`src/rtl/wb_regfile.sv`:
```
// Writeback stage: selects load data or ALU result, commits it into the register file,
// serves two read ports and counts retired writes. Define WB_REGFILE_BYPASS_EN for write-first forwarding.
module wb_regfile #(
  parameter int unsigned DATA_W   = 32,
  parameter int unsigned NUM_REGS = 32,
  parameter int unsigned CNT_W    = 32,
  localparam int unsigned ADDR_W  = $clog2(NUM_REGS)
) (
  input  logic              clk,
  input  logic              reset,
  input  logic [1:0]        wb_ctl_in,
  input  logic [DATA_W-1:0] read_data_in,
  input  logic [DATA_W-1:0] alu_result_in,
  input  logic [ADDR_W-1:0] write_reg_in,
  input  logic [ADDR_W-1:0] rs_addr,
  input  logic [ADDR_W-1:0] rt_addr,
  output logic [DATA_W-1:0] rs_data,
  output logic [DATA_W-1:0] rt_data,
  output logic [DATA_W-1:0] wb_data,
  output logic              wb_we,
  output logic [CNT_W-1:0]  wb_count
);

  logic [DATA_W-1:0] regs [NUM_REGS];
  logic              reg_write;
  logic              mem_to_reg;

  assign reg_write  = wb_ctl_in[1];
  assign mem_to_reg = wb_ctl_in[0];
  assign wb_data    = mem_to_reg ? read_data_in : alu_result_in;
  assign wb_we      = reg_write && (write_reg_in != '0);

  // Entry 0 is cleared on reset and never written, so it always reads as zero.
  always_ff @(posedge clk or posedge reset) begin
    if (reset) begin
      for (int i = 0; i < int'(NUM_REGS); i++) begin
        regs[i] <= '0;
      end
      wb_count <= '0;
    end else if (wb_we) begin
      regs[write_reg_in] <= wb_data;
      wb_count           <= wb_count + CNT_W'(1);
    end
  end

  always_comb begin
    rs_data = regs[rs_addr];
`ifdef WB_REGFILE_BYPASS_EN
    // Forwarding is suppressed under reset so reads reflect the cleared state.
    if (wb_we && !reset && (rs_addr == write_reg_in)) begin
      rs_data = wb_data;
    end
`endif
    if (rs_addr == '0) begin
      rs_data = '0;
    end
  end

  always_comb begin
    rt_data = regs[rt_addr];
`ifdef WB_REGFILE_BYPASS_EN
    if (wb_we && !reset && (rt_addr == write_reg_in)) begin
      rt_data = wb_data;
    end
`endif
    if (rt_addr == '0) begin
      rt_data = '0;
    end
  end

endmodule

```
`config.mk`:
```
export PLATFORM = sky130hd
export DESIGN_NAME = wb_regfile
export DESIGN_NICKNAME = d
export VERILOG_FILES = /design/src/rtl/wb_regfile.sv
export SDC_FILE = /design/constraint.sdc
export NUM_CORES = 2
export LEC_CHECK = 0
export CORE_MARGIN = 2
export CORE_UTILIZATION = 62
export DETAILED_ROUTE_END_ITERATION = 8
export PLACE_DENSITY = 0.81
export REMOVE_ABC_BUFFERS = 1
export SETUP_SLACK_MARGIN = 0.02
export SLEW_MARGIN = 15
export SYNTH_ARGS = -nofsm -noshare
export SYNTH_HDL_FRONTEND = slang
export SYNTH_SLANG_ARGS = --single-unit
```
`constraint.sdc`:
```
create_clock -name clk -period 51 [get_ports clk]
set_clock_uncertainty 0.1 [all_clocks]
set_input_delay 15.3 -clock clk [delete_from_list [all_inputs] [get_ports clk]]
set_output_delay 15.3 -clock clk [all_outputs]
set_load 0.1 [all_outputs]
```
==> summary.txt <==
Outcome
  • Status: finished, final reports clean

Worst hold path
  • Hold path start: regs[1023]
  • Hold Crit Depth: 0
  • Hold WC Path Type: reg -> reg
  • Worst Hold End: regs[1023]

Synth
  • Synth Area in Adders: 0.0228%
  • Ys flop type: dfrtp_1
  • Synth warn: 0
  • Mux contribution to synthesized area: 22.7%
  • Post-synth EDFFs: 0
  • Compound-Gate Fraction of Synth Area: 14.2%
  • Netlist cell types: 55
  • Seq/Total Area, Yosys: 48.2%
  • Largest family of logic cells by synthesized area: multiplexers
  • Largest cells by area after synthesis: dfrtp_1 (48%), mux4_2 (18%), o21ai_0 (5.2%)
  • Ys async rst share: 100%
  • Post-Syn Area: 0.0548 mm2
  • Post-synth top area cell: dfrtp_1
  • Post-Synth XOR/XNOR Area: 0.495%
  • Flops & latches, synth: 1056
  • Synth Area in Simple Gates: 9.32%
  • Synth Area per Inst: 11.1 um2
  • Top-area cell type share of the netlist area: 48.2%
  • Cells after Synth: 4919

Timing
  • Tcrit/Tclk final: 71.6%
  • Minimum clock period: 36500 ps
  • Final setup fails: 0
  • Slew HR: 13.8%
  • Final hold viol count: 0
  • Max Slew Vio Count: 0
  • Setup_tns: 0 ps
  • Actual slew at the worst max-slew pin: 1290 ps
  • RSZ-0062 raised after global routing: false
  • Fmax achieved: 27.4 MHz

Critical path
  • Most frequent CP cell: buf_4
  • Start point of the critical path: rs_addr[2]
  • Crit path depth: 9
  • Delay-heaviest family, CP: buffers and inverters
  • Crit path DAT: 21100 ps
  • CP endpoint kind: output port
  • Critical-path top delay cell: clkdlybuf4s50_1
  • Worst Path Required: 35600 ps
  • Crit start category: input pin
  • Reg2Reg Launch Point: wb_count[15]
  • Reg2reg path depth: 4
  • Max stage delay on crit path: 1270 ps
  • Reg-to-Reg End: wb_count[28]
  • Worst path bufs/invs: 5
  • Crit-path max FO: 84
  • R2R setup slack: 48900 ps
  • Worst Setup Path Type: in -> out
  • Crit path cell chain: buf_8 -> buf_4 -> buf_4 -> buf_4 -> mux2i_1 -> a221oi_1 -> o21ai_0 -> a311oi_1 -> clkdlybuf4s50_1

Global routing
  • Largest net degree at the start of global routing: 149
  • First-pass GRT wire length: 262000 um
  • Vias in the first global route: 43500
  • GRT Resource Usage Total: 38.5%
  • Antenna violations before repair: 2
  • GRT overflow: 0

Final layout
  • Most common cell after layout, fill and taps aside: dfrtp_1
  • Fillers: 6034
  • Finished Core Util: 69.0%
  • Final net count: 4894
  • Area delta synth->final: 10.7%
  • Commonest non-fill, non-tap cells in the layout: dfrtp_1 (1056), nand2_1 (654), o21ai_0 (567)
  • Multi-input logic area: 0.0259 mm2
  • Reg area: 0.0264 mm2
  • Layout cells sized above 1: 19.2%

CTS
  • CTS sink count: 1056
  • Clock Latency Late Sink: 690 ps
  • Clk slew on worst S/H paths: 60 ps
  • CTS tree: done
  • # hold bufs at CTS: 0
  • CTS Buffer Depth: 3
  • Root buf cell: clkbuf_16
  • # Post-CTS Setup Buffers: 0
  • CTS Buf Count: 108
  • Post-CTS sizing: 0
  • H-tree Lvls: 3

Power
  • Combinational power share: 23.8%
  • Switching Fraction: 32.1%
  • Clock power frac: 32.0%
  • Internal power: 1.77 mW
  • Pwr dens: 43.0 mW/mm2
  • P_leak: 25.6 nW
  • Max VDD drop: 0.0000424 V
  • Sequential share of power: 44.1%
  • Switching pwr: 838 uW

Die
  • Ports: 212
  • Row cnt: 109
  • Initial Util: 62.3%
  • Chip height: 301 um
  • Die width: 301 um
  • Die ar.: 0.0908 mm2
  • Core Area: 0.0880 mm2

Drt
  • Routed wl met2: 76600 um
  • Total wire length: 172000 um
  • Antenna-violating nets left: 0
  • Vias per inst: 7.13
  • Initial DRC count: 6065
  • DR top layer: met5
  • Vias: 43300
  • DRT Pass-1 Iters: 7
  • Routed length on met1: 61300 um
  • Routed length per instance: 28.3 um
  • Routed length on met3: 24100 um
  • Remaining DRCs: 0

Place
  • Global placement routability congestion: 0.860
  • Port Buffers: 211
  • Post-DP HPWL: 92400 um

Flow run
  • Maxcap violations: 0
-- worst max path at each step --
stage                        to  slack (ps)
global placement     rs_data[5]       14810
CTS                  rs_data[5]       14700
floorplan               regs[0]        5880
global route        rs_data[20]       14520
finish               rs_data[5]       14500
detailed placement   rs_data[5]       14800
-- sequential cells by signal, summed over array words and instances (netlist names) --
signal / count
regs: 1024
wb_count: 32
-- cells by family after synthesis --
kind of cell             count (synthesis)
XOR/XNOR                                31
multiplexers                           673
adder cells (fa/ha/maj)                  1
flip-flops                            1056
AO/OA/AOI/OAI                         1361
AND/OR/NAND/NOR                       1221
buffers and inverters                  576
-- Yosys cell counts, drive strengths merged (5+ instances only) --
master,instances
nor2,404
nor4,11
and4,6
buf,218
mux2i,160
nor2b,68
o21ai,717
nand3b,8
a22oi,64
xor2,16
a21oi,385
nand2,662
o2111ai,20
nand3,19
xnor2,15
inv,37
mux2,65
mux4,448
and2,5
clkbuf,321
a221oi,45
nand4,12
dfrtp,1056
a211oi,64
a311oi,64
-- power groups by stage --
| stage | combinational [mW] | sequential [mW] | clock, mW |
|---|---|---|---|
| after floorplan | 0.442 | 1.14 | 0 |
| after global placement | 0.589 | 1.14 | 0 |
| after detailed placement | 0.612 | 1.15 | 0 |
| after CTS | 0.618 | 1.14 | 0.834 |
| after global routing | 0.672 | 1.17 | 0.872 |
| final | 0.622 | 1.15 | 0.835 |
-- per-layer routing --
| metal | GRT usage (%) | vias to the layer above |
|---|---|---|
| li1 | - | 17700 |
| met4 | 20.1 | 2 |
| met1 | 51.4 | 21500 |
| met3 | 13.2 | 767 |
| met2 | 56.4 | 3354 |
| met5 | 0 | - |
-- stage by stage --
stage	total power [mW]	instances	cell area [um2]	setup slack, ps	hold WS, ps
6_report	2.61	6070	60700	14500	294
5_1_grt	2.71	6066	60700	14520	312
4_1_cts	2.60	6065	60600	14700	298
3_5_place_dp	1.77	5864	56900	14800	283
3_3_place_gp	1.73	5864	56900	14810	276
2_1_floorplan	1.58	4380	52100	5880	265
-- layout make-up --
class                   count  share of cell area, %
clock inverters            49                  0.963
inverters                  37                  0.245
flip-flops and latches   1056                   43.6
repair buffers            320                   4.90
multi-input cells        3287                   42.7
well taps                1165                   2.40
clock buffers             152                   5.16
diodes                      4                 0.0165
Note: power is estimated with default switching activity, not from simulation.
